===== src/rtl/reg_write_arbiter.sv =====
`default_nettype none
// =============================================================================
// reg_write_arbiter: round-robin owner of the register-bank write port,
// bounded to MAX_HOLD write cycles per tenure.         Revision 1.0
// =============================================================================
module reg_write_arbiter #(
   parameter int N_REQ      = 4,
   parameter int DATA_WIDTH = 8,
   parameter int MAX_HOLD   = 4
) (
   input  logic                        clk,
   input  logic                        reset,
   input  logic [N_REQ-1:0]            req,
   input  logic [N_REQ*DATA_WIDTH-1:0] wr_data_in,
   output logic [N_REQ-1:0]            grant,
   output logic                        bank_en,
   output logic [DATA_WIDTH-1:0]       bank_data,
   output logic                        busy
);
   localparam int PTR_W  = $clog2(N_REQ);
   localparam int SCAN_W = PTR_W + 1;
   localparam int HOLD_W = $clog2(MAX_HOLD + 1);
   localparam logic [PTR_W-1:0]  LAST_RST  = PTR_W'(N_REQ - 1);
   localparam logic [HOLD_W-1:0] HOLD_LAST = HOLD_W'(MAX_HOLD - 1);
   localparam logic [SCAN_W-1:0] SCAN_N    = SCAN_W'(N_REQ);
   localparam logic [N_REQ-1:0]  GRANT_ONE = N_REQ'(1);

   typedef enum logic [1:0] {
      IDLE    = 2'd0,
      GRANT   = 2'd1,
      RELEASE = 2'd2
   } state_t;

   state_t             state, state_nxt;
   logic [N_REQ-1:0]   grant_nxt;
   logic [PTR_W-1:0]   owner, owner_nxt;
   logic [PTR_W-1:0]   last_ptr, last_ptr_nxt;
   logic [PTR_W-1:0]   sel;
   logic [HOLD_W-1:0]  hold_cnt, hold_cnt_nxt;
   logic [SCAN_W-1:0]  scan_idx;
   logic               owner_req;

   // Scan farthest-to-nearest so the requester closest after last_ptr wins.
   always_comb begin
      sel      = '0;
      scan_idx = '0;
      for (int k = N_REQ; k >= 1; k--) begin
         scan_idx = {1'b0, last_ptr} + SCAN_W'(k);
         if (scan_idx >= SCAN_N) begin
            scan_idx = scan_idx - SCAN_N;
         end
         if (req[scan_idx[PTR_W-1:0]]) begin
            sel = scan_idx[PTR_W-1:0];
         end
      end
   end

   assign owner_req = req[owner];

   always_ff @(posedge clk) begin
      if (!reset) begin
         state    <= IDLE;
         grant    <= '0;
         owner    <= '0;
         hold_cnt <= '0;
         last_ptr <= LAST_RST;
      end else begin
         state    <= state_nxt;
         grant    <= grant_nxt;
         owner    <= owner_nxt;
         hold_cnt <= hold_cnt_nxt;
         last_ptr <= last_ptr_nxt;
      end
   end

   always_comb begin
      state_nxt    = state;
      grant_nxt    = grant;
      owner_nxt    = owner;
      hold_cnt_nxt = hold_cnt;
      last_ptr_nxt = last_ptr;
      case (state)
         IDLE: begin
            if (|req) begin
               state_nxt    = GRANT;
               grant_nxt    = GRANT_ONE << sel;
               owner_nxt    = sel;
               hold_cnt_nxt = '0;
            end
         end
         GRANT: begin
            if (owner_req) begin
               hold_cnt_nxt = hold_cnt + 1'b1;
            end
            // A tenure ends when the owner lets go or has used its last write slot.
            if (!owner_req || (hold_cnt == HOLD_LAST)) begin
               state_nxt    = RELEASE;
               grant_nxt    = '0;
               last_ptr_nxt = owner;
            end
         end
         RELEASE: begin
            state_nxt = IDLE;
         end
         default: begin
            state_nxt = IDLE;
         end
      endcase
   end

   assign bank_en   = (state == GRANT) && owner_req;
   assign bank_data = bank_en ? wr_data_in[owner*DATA_WIDTH +: DATA_WIDTH] : '0;
   assign busy      = (state != IDLE);

endmodule
`default_nettype wire


===== config.mk =====
export PLATFORM = sky130hd
export DESIGN_NAME = reg_write_arbiter
export DESIGN_NICKNAME = d
export VERILOG_FILES = /design/src/rtl/reg_write_arbiter.sv
export SDC_FILE = /design/constraint.sdc
export NUM_CORES = 1
export LEC_CHECK = 0
export CELL_PAD_IN_SITES_DETAIL_PLACEMENT = 1
export CELL_PAD_IN_SITES_GLOBAL_PLACEMENT = 1
export CORE_MARGIN = 3
export CORE_UTILIZATION = 24
export DETAILED_ROUTE_END_ITERATION = 10
export PLACE_DENSITY_LB_ADDON = 0.1
export RECOVER_POWER = 100
export SLEW_MARGIN = 20
export SYNTH_ARGS = -nofsm -noshare
export SYNTH_HDL_FRONTEND = slang
export SYNTH_SLANG_ARGS = --single-unit

===== constraint.sdc =====
create_clock -name clk -period 1.45 [get_ports clk]
set_input_delay 0.2175 -clock clk [delete_from_list [all_inputs] [get_ports clk]]
set_output_delay 0.2175 -clock clk [all_outputs]
set_load 0.1 [all_outputs]

# == Yosys cells after proc, flatten, opt, wreduce, memory -nomap -nowiden ==
# Index checks and enable logic that the tools add are counted.
# word_totals
latch_bits,0
output_inout_bits,14
wordCells,70
romBits,0
mem_bits_rw,0
mem_count,0
ff_bits,13
# op_classes
bitwise_logic,0
reduce_logical,12
n_lt_le_gt_ge,9
addsub,9
mux,28
n_eq_ne,5
n_mul,0
n_div,0
n_shift,2
# ops
operator,n
variable part select 32 x 6 -> 8 bit,1
two-way mux 2 bit,10
"less-than comparator 2 x 3 -> 1 bit, second input constant",5
">= comparator 3 bit, second input constant",4
binary-select mux 1 bit (select 2 bit),5
two-way mux 4 bit,2
two-way mux 8 bit,1
one-hot mux 4 bit (2 select lines),1
"subtractor 2 x 1 -> 2 bit, second input constant",4
"adder 2 x 2 -> 3 bit, second input constant",2
two-way mux 3 bit,2
"inequality test 2 bit, second input constant",3
one-hot mux 3 bit (2 select lines),1
AND reduction 2 bit,3
AND reduction 3 bit,2
two-way mux 1 bit,5
one-hot mux 2 bit (2 select lines),1
nonzero test 2 bit,2
OR reduction 4 bit,1
"<< shifter 1 x 2 -> 4 bit, first input constant",1
"adder 2 x 1 -> 3 bit, second input constant",1
"adder 2 x 3 -> 3 bit, second input constant",1
"adder 3 x 1 -> 3 bit, second input constant",1
"== test 3 x 2 -> 1 bit, second input constant",1
5 further kinds,5

# == Longest topological paths before layout ==
# Gate-level depths: netlist (run 1).
# depth
ltp_word,12
depth_mapped,6
depth_no_buf,6

# == Least setup slack after synthesis (run 1) ==
# No wires, ideal clock.
# synth_timing
path_kind,register to output
startpoint,reg owner[0]
endpoint,out bank_data[3]
path_slack_ns,-1.111
t_arrival_ns,2.343
required_ns,1.233
path_stages_with_launch,5
path_cell_list,dfxtp_1 > mux4_2 > nand3b_1 > buf_6 > nor2b_1
# synth_between
elab_chain_cells,4
word_cells_on_any_way,5
cone_classes,1 x shift; 3 x mux; 1 x reduce/logical
# synth_rtl
element,line,rtl
start: declaration,36,"logic [PTR_W-1:0] owner, owner_nxt;"
start signal: assignment,70,owner <= owner_nxt;
branches (longest 3 deep; another with variable part select 32 x 6 -> 8 bit),-,
two-way mux 8 bit (*),112,assign bank_data = bank_en ? wr_data_in[owner*DATA_WIDTH +: DATA_WIDTH] : '0;
end: declaration,17,"output logic [DATA_WIDTH-1:0] bank_data,"
# Every way passes the cells marked *. The select of a mux whose other input is x is not followed.

# == Worst setup path after layout (run 1) ==
# layout_timing
startpoint,reg owner[0]
endpoint,out bank_data[2]
# The elaborated chain is that of the path after synthesis.

==> results of run 1 <==
[synth_stat cells, types with 3 or more instances]
master                     instances
sky130_fd_sc_hd__nand3b_1          3
sky130_fd_sc_hd__nand2b_1          3
sky130_fd_sc_hd__nor2b_1           4
sky130_fd_sc_hd__inv_1             5
sky130_fd_sc_hd__nor2_1            4
sky130_fd_sc_hd__o21ai_0           4
sky130_fd_sc_hd__clkbuf_1          4
sky130_fd_sc_hd__mux2i_1           3
sky130_fd_sc_hd__nor3_1            3
sky130_fd_sc_hd__dfxtp_1          13
sky130_fd_sc_hd__nand2_1           8
sky130_fd_sc_hd__and2b_1           4
sky130_fd_sc_hd__mux4_2            9
[sequential cells by signal, indices dropped and copies added, names as in the netlist]
| register | flops |
|---|---|
| grant | 4 |
| hold_cnt | 3 |
| last_ptr | 2 |
| owner | 2 |
| state | 2 |
[worst register-to-register path, delay by kind of cell, from the launching register on]
family | cells | cell delay [ps]
mux | 1 | 510
buf+inv | 3 | 430
flops | 1 | 340
simple gates | 2 | 330
compound gates | 1 | 110
[metrics by stage]
step / total power, mW / setup TNS, ps / instances / util [%]
after global routing: 1.87 / -8320 / 210 / 52.5
after floorplan: 1.04 / -2270 / 94 / -
final: 1.77 / -6750 / 210 / 52.5
after CTS: 1.82 / -6480 / 208 / 53.3
after global placement: 1.42 / -9620 / 200 / 50.1
after detailed placement: 1.44 / -10390 / 200 / 50.1
[timing repair]
| item | in CTS | in global routing |
|---|---|---|
| setup endpoints to repair | 21 | 20 |
| pin swaps | 1 | 6 |
| resized for setup | 18 | 9 |
| buffers inserted | 4 | 3 |
| hold endpoints to repair | 0 | 0 |
[worst max path at each step]
stage / to / cells after the start
after floorplan: bank_en / 4
after global placement: bank_en / 6
after detailed placement: bank_data[2] / 6
after CTS: bank_data[2] / 5
after global routing: bank_data[0] / 5
final: bank_data[2] / 5
[kinds of logic (layout without fill, tap and decap cells)]
family | Yosys count | after routing | share of synthesized area [%]
fa+ha+maj | 2 | 2 | 2.74
simple gates | 39 | 39 | 23.9
mux | 12 | 12 | 25.5
buf+inv | 12 | 82 | 5.90
flops | 13 | 13 | 28.5
compound gates | 16 | 16 | 13.4
[cell type report]
type                            count  area (um^2)  area share [%]
Inverter                            5         21.3            1.16
Multi-Input combinational cell     69          678            37.0
Sequential cell                    13          262            14.3
Clock buffer                        4         45.0            2.46
Timing Repair Buffer               73          769            42.0
Tap cell                           46         57.6            3.14
[power by group through the flow]
stage / Combinational [mW] / Sequential, mW / Clock [mW]
after floorplan: 0.535 / 0.501 / 0
after global placement: 0.990 / 0.433 / 0
after detailed placement: 1.01 / 0.434 / 0
after CTS: 1.06 / 0.428 / 0.334
after global routing: 1.09 / 0.427 / 0.358
final: 1.03 / 0.421 / 0.326
[placed cells by master, fill, tap and decap left out, types with 4 or more instances in the layout]
cell type / count
sky130_fd_sc_hd__nand2_1: 8
sky130_fd_sc_hd__buf_4: 13
sky130_fd_sc_hd__inv_1: 4
sky130_fd_sc_hd__dfxtp_1: 12
sky130_fd_sc_hd__clkdlybuf4s50_1: 33
sky130_fd_sc_hd__and2b_4: 4
sky130_fd_sc_hd__buf_6: 9
sky130_fd_sc_hd__dlygate4sd2_1: 4
sky130_fd_sc_hd__clkbuf_2: 5
sky130_fd_sc_hd__mux4_2: 9
sky130_fd_sc_hd__nor2b_4: 4
sky130_fd_sc_hd__buf_12: 9
[layer usage]
layer	up-vias	part of all wire [%]
li1	487	-
met1	472	39
met2	28	53
met3	2	7.0
met4	0	0.44
met5	-	0
==> results.md, run 1 <==
- The category of the worst setup path capture point is an output pin.
- TritonCTS built the clock tree.
- The critical path starts at owner[0].
- The power share of the sequential group is between 20% and 30%.
- The number of nets in the synthesized netlist is between 100 and 150.
- The share of flip-flops with an asynchronous set or reset after synthesis is 0%.
- The floorplan step defined a die boundary enclosing 4580 um^2.
- The flow ran to the end, but the final reports show violations.
- The layout net count is 205.
- The number of clock sinks seen by CTS is 13.
- For this block, the initial DRC count from the detailed router was 14.
- Wires add up to roughly 3200 um.
- The layer flagged by global routing as most heavily used is met2.
- Setup repair after global routing could not meet its margin everywhere.
- Ranked by total cell area, the synthesized netlist is headed by sky130_fd_sc_hd__dfxtp_1 29%, sky130_fd_sc_hd__mux4_2 22%, sky130_fd_sc_hd__mux2i_1 3.3%, sky130_fd_sc_hd__and2b_1 3.3%, sky130_fd_sc_hd__nand2_1 3.3%.
- The repair_antennas step left the layout with diodes totalling 0.
- The final estimated routing congestion in global placement is 0.723.
- The Yosys step of the flow raised 0 warnings.
- The relative contribution of the clock network to total power is a little under a fifth.
- In this run the tool buffered the top-level ports with 51 buffer cells.
- The endpoint of the lowest-slack register-to-register path is hold_cnt[2].
- The HPWL after detailed placement is approximately 2500 um.
- The proportion of power drawn by combinational gates is around 58%.
- CTS placed an instance of sky130_fd_sc_hd__clkbuf_8 at the clock tree root.
- In this run, CTS created clock tree buffers numbering 3.
- The number of buffers inserted by hold repair at cts is 0.
- For this run, the detailed router's first-pass iteration total came to 2.
- The path depth of the worst reg2reg path is 7.
- Summing every instance area after synthesis gives slightly above 900 um^2.
- The arrival time reported for the critical path endpoint is around 1700 ps.
- From synthesis to final layout, the design area changed by 101%.
- The share of cells above drive strength 1 is about 42%.
- The average via count per standard cell is 4.71.
- The clock reaches the later pin of the worst-skew pair after between 200 and 250 ps.
- The met3 usage is under 10%.
- The number of max-slew violations in the final report is 0.
- The count of filler cells inserted in the layout is 389.
- Setup slack on the worst reg-to-reg path comes out at -310 ps.
- The residual DRC count is 0.
- Across all layers, the routed design uses 989 vias.
- The biggest area consumer among synthesized cells is sky130_fd_sc_hd__dfxtp_1.
- The H-tree depth is 1.
- The first global-routing pass estimated 5020 um of wire.
- The post-synthesis sequential area ratio is roughly 29%.
- The final reports fail on negative setup slack.
- The all-layer global routing usage is 14.6%.
- For this run, the leading register cell type out of synthesis is sky130_fd_sc_hd__dfxtp_1.
- Of the post-synthesis cell area, the dominant cell type holds between 20 and 30%.
- The critical path's top delay family is multiplexers.
- The die is roughly 68 um tall.
- Once the floorplan was initialized, standard cells occupied a little over a quarter of the core.
- In the global route stage, met2 resource usage came out at between 20% and 30%.
- In the final routed layout, each cell accounts on average for between 15 and 20 um.
- Power spread over the standard cell area amounts to 968 nW/um^2.
- The internal power of the cells totals between 1 and 1.5 mW.
- The overflow left after global routing is 0.
- The setup slack after layout is -492 ps.
- In this run, distinct cell masters in the synthesized netlist total 33.
- The number of stages on the worst hold path is 2.
- The count of endpoints failing hold in the final timing report is 0.
- In this run the remaining antenna-violating nets after routing total 0.
- The count of flip-flops with a built-in enable after synthesis is 0.
- The worst setup path is of the reg -> out kind.
- Entering global routing, the biggest net connects 13 pins.
- The min-delay analysis places its worst path in the category reg -> reg.
- Synthesis produced a netlist whose cell count is 94.
- The number of global-route vias before repair is about 1,100.
- The floorplan has 21 rows.
- At the pin with the least slew margin, the transition time is 542 ps.
- The met1 usage in global routing is around 17%.
- The pre-CTS setup slack is -578 ps.
- Counting flops and latches in the post-synthesis netlist gives 13.
- The area of the core is 3490 um^2.
- The worst hold path begins at grant[3].
- IR analysis of the VDD net gives a maximum drop of approximately 480 uV.
- The headroom to the max-slew limit is ~64%.
- The net load switching power is ~710 uW.
- The boundary pin count is 52.
- The clock slew at the register clock pins of the worst setup and hold paths is around 50 ps.
- The mean area per synthesized cell is 9.70 um^2.
- The path with the worst hold slack has its endpoint at grant[3].
- Walking the worst path, the cells encountered are mux4_2 -> nand3b_1 -> buf_6 -> and2b_4 -> buf_12.
- At the worst endpoint, the required time is between 1000 and 1500 ps.
- The leakage power of the design is 0.741 nW.
- The post-route fraction of the period consumed by the critical path is 134%.
- The critical path contains buffers and inverters numbering 2 combined.
- Net switching is about 40% of the power.
- The maximum buffer depth of the clock tree is 2.
- The total cell area at the placement stage is roughly 1800 um^2.
- For the finished layout, the period the worst path requires is 1940 ps.
- Along the worst path, the maximum fanout reaches 4.
- Timing would allow up to around 500 MHz.
- The standard cell with the maximum stage delay on the critical path is sky130_fd_sc_hd__mux4_2.
- The initial antenna violation count is 0.
- The die width is 67.7 um.
- Hold is met by just under 500 ps.
- The final setup skew is between 5 and 6 ps.
- Once layout is done, the placed cells without fillers occupy between 1500 and 2000 um^2.
- The max-cap violation count is 0.
- The worst register-to-register path begins at owner[0].
- The final count of negative-setup-slack endpoints is 20.
- STA classifies the critical path startpoint as a flop.
- The stage delay of the slowest cell on the critical path is 510 ps.
Note: power is estimated with default switching activity, not from simulation.
==> run 2, diff against run 1 <==
Clock period 1.45 ns to 1.7 ns, I/O delays scaled along.
==> results.md, run 2 (synthesis results as in run 1) <==
- The arrival time reported for the critical path endpoint is 1740 ps (was 1720 ps).
- The share of cells above drive strength 1 is 36.3% (was 42.1%).
- The overflow left after global routing is 0 (unchanged).
- The clock tree from TritonCTS is yes (unchanged).
- The hold slack is 487 ps (was 496 ps).
- The later-pin clock latency in the skew report is 240 ps (about the same).
- The critical path's top delay family is multiplexers (unchanged).
- The leading cell type in the layout, fill and taps excluded is sky130_fd_sc_hd__clkdlybuf4s50_1 (unchanged).
- The H-tree depth is 1 (unchanged).
- The residual DRC count was 0 (unchanged).
- The register bank with the most flops is grant (unchanged).
- The stage delay of the slowest cell on the critical path came to 520 ps (was 510 ps).
- The total power divided by cell area is 840 nW/um^2 (was 968 nW/um^2).
- RSZ-0062 raised after global routing: yes (unchanged).
- The internal power consumption is 873 uW (was 1.06 mW).
- The power share of the sequential group is 24.8% (was 23.7%).
- The standard cell with the maximum stage delay on the critical path is sky130_fd_sc_hd__mux4_2 (unchanged).
- The cell area after layout is 1740 um^2 (was 1830 um^2).
- The setup slack after layout is -294 ps (was -492 ps).
- The area of the core is 3490 um^2 (unchanged).
- The final setup skew is 0.896 ps (was 5.93 ps).
- The pin count of the biggest net entering global routing is 15 (was 13).
- The cell at the root of the clock tree is sky130_fd_sc_hd__clkbuf_8 (unchanged).
- The total via count in the routed design is 973 (was 989).
- The initial antenna violation count is 0 (unchanged).
- The max-cap violation count was 0 (unchanged).
- The headroom to the max-slew limit is 58.6% (was 64.0%).
- The net load switching power was 591 uW (was 713 uW).
- The die width is 67.7 um (unchanged).
- The final cell utilization of the core is 49.9% (was 52.5%).
- The category of the worst setup path capture point is an output pin (unchanged).
- The detailed-router iteration count before antenna repair is 4 (was 2).
- The largest vdd supply drop is 588 uV (was 479 uV).
- The count of buffers from port buffering is 51 (unchanged).
- The path type of the worst setup path is reg -> out (unchanged).
- The highest fanout seen on the critical path is 6 (was 4).
- The proportion of power drawn by combinational gates is 56.4% (was 57.9%).
- The area taken by flip-flops and latches is 262 um^2 (unchanged).
- The number of max-slew violations in the final report is 0 (unchanged).
- CP cell instances: mux4_2 -> nand3b_1 -> buf_4 -> inv_1 -> buf_12 (was mux4_2 -> nand3b_1 -> buf_6 -> and2b_4 -> buf_12).
- The actual slew at the worst max-slew pin was 619 ps (was 542 ps).
- The area occupied by multi-input gates came to 651 um^2 (was 678 um^2).
- The relative contribution of the clock network to total power is 18.8% (was 18.4%).
- The total power consumption of the routed design is 1.46 mW (was 1.77 mW).
- The clock slew at the register clock pins of the worst setup and hold paths is 50 ps (about the same).
- The area added between synthesis and finish is 91.1% (was 101%).
- The maximum achievable frequency is ~500 MHz.
- The total cell area at the placement stage was 1740 um^2 (was 1750 um^2).
- The all-layer global routing usage is 13.5% (was 14.6%).
- The required time at the endpoint of the critical path came to 1440 ps (was 1230 ps).
- The starting density of the core is 26.1% (unchanged).
- Registers with the highest flip-flop counts: grant: 4 flops, hold_cnt: 3 flops (unchanged).
- The count of filler cells inserted in the layout is 397 (was 389).
- The layout net count was 201 (was 205).
- The sum of negative setup slack was -3640 ps (was -6750 ps).
- The boundary pin count is 52 (unchanged).
- The combined buffer and inverter count along the critical path is 3 (was 2).
- The final critical path takes up 117% of the cycle.
- The cell count after placement is 199 (was 200).
- The final estimated routing congestion in global placement was 0.745 (was 0.723).
- Result of the run: finished with violations (unchanged).
- The count of endpoints failing hold in the final timing report was 0 (unchanged).
- The post-route non-filler standard cell count is 206 (was 210).
- The total number of placement rows was 21 (unchanged).
- Top library cells by usage in the layout, fill and taps aside: 33 x sky130_fd_sc_hd__clkdlybuf4s50_1, 17 x sky130_fd_sc_hd__buf_4, 12 x sky130_fd_sc_hd__dfxtp_1, 9 x sky130_fd_sc_hd__mux4_2, 9 x sky130_fd_sc_hd__buf_12 (was 33 x sky130_fd_sc_hd__clkdlybuf4s50_1, 13 x sky130_fd_sc_hd__buf_4, 12 x sky130_fd_sc_hd__dfxtp_1).
- The floorplan die height was 67.7 um (unchanged).
- The antenna diode count is 0 (unchanged).
- The final wirelength came to 3080 um (was 3160 um).
- The average via count per standard cell is 4.72 (was 4.71).
- The HPWL after detailed placement came to 2510 um (about the same).
- The maximum buffer depth of the clock tree was 2 (unchanged).
- The pre-CTS setup slack is -341 ps (was -578 ps).
- The number of buffers inserted by hold repair at cts is 0 (unchanged).
- The final count of negative-setup-slack endpoints is 18 (was 20).
- The leakage power of the design was 0.710 nW (was 0.741 nW).
- The overall die area came to 4580 um^2 (unchanged).
- The number of global-route vias before repair is 1,029 (was 1,055).
- The number of clock sinks seen by CTS is 13 (unchanged).
- The iteration-0 DRC count of the detailed router came to 9 (was 14).
- The number of buffers added by the clock tree synthesis step came to 3 (unchanged).
- The type of the most critical hold path is reg -> reg (unchanged).
- The average wire length per cell after detail routing is 14.9 um (was 15.1 um).
- The shortest period the worst path allows is roughly 2000 ps.
- The remaining number of nets flagged by the antenna check after routing was 0 (unchanged).
- Violations in the final reports: negative setup slack (unchanged).
- The net switching share of the total power came to 40.4% (was 40.2%).
- The first-pass GRT wire length is 4690 um (was 5020 um).
- The critical path launch point type was a flop (unchanged).
- The flip-flop count of the largest register after layout is 4 (unchanged).
==> run 2: cell types whose count changed in the layout (fill, tap and decap cells not counted), moves of 2 or more <==
| cell | change |
|---|---|
| sky130_fd_sc_hd__o21ai_0 | +2 |
| sky130_fd_sc_hd__buf_6 | -8 |
| sky130_fd_sc_hd__buf_4 | +4 |
| sky130_fd_sc_hd__o21ai_2 | -2 |
| sky130_fd_sc_hd__nor2_1 | +2 |
==> run 2: power by group through the flow <==
stage / Sequential [mW] / Clock, mW / Combinational (mW)
2_1_floorplan: 0.427 / 0 / 0.453
3_3_place_gp: 0.371 / 0 / 0.846
3_5_place_dp: 0.374 / 0 / 0.857
4_1_cts: 0.369 / 0.282 / 0.874
5_1_grt: 0.367 / 0.308 / 0.869
6_report: 0.362 / 0.276 / 0.826
==> run 2: worst paths after layout <==
| kind | startpoint | end | slack [ps] | depth (start not counted) |
|---|---|---|---|---|
| hold / removal | hold_cnt[1] | hold_cnt[1] | 490 | 2 |
| setup reg to reg | owner[0] | last_ptr[1] | -210 | 7 |
| hold reg to reg | hold_cnt[1] | hold_cnt[1] | 490 | 2 |
| setup / recovery | owner[0] | bank_en | -290 | 5 |
==> run 2: layout make-up <==
class / count / share of cell area (%)
flip-flops and latches: 13 / 15.0
clock buffers: 4 / 2.58
multi-input cells: 69 / 37.3
repair buffers: 69 / 40.7
well taps: 46 / 3.30
inverters: 5 / 1.08
==> run 2: worst min-delay path: cells and delay by family, from the launching register on <==
| kind | cells | cell delay, ps |
|---|---|---|
| AOI/OAI and AO/OA | 1 | 70 |
| and+or+nand+nor | 1 | 60 |
| DFF | 1 | 310 |
==> run 2: per-layer routing <==
layer / vias to the layer above / global-route usage, % / part of all wire, %
met5: - / 0 / 0
met4: 0 / 4.56 / 1.2
met3: 5 / 3.49 / 7.1
met2: 29 / 24.4 / 51
met1: 462 / 15.1 / 41
li1: 477 / - / -
==> run 2: repair_timing <==
action,4_1_cts,5_1_grt
cloned,0,0
endpoints found under the setup margin,15,19
pin swaps,4,1
endpoints found under the hold margin,0,0
setup buffers,2,1
resized for setup,8,0
==> run 3, diff against run 2 <==
Settings changed: SLEW_MARGIN 20 to not set.
==> results of run 3 <==
The final DEF is identical to that of run 2; final timing and power are the same.
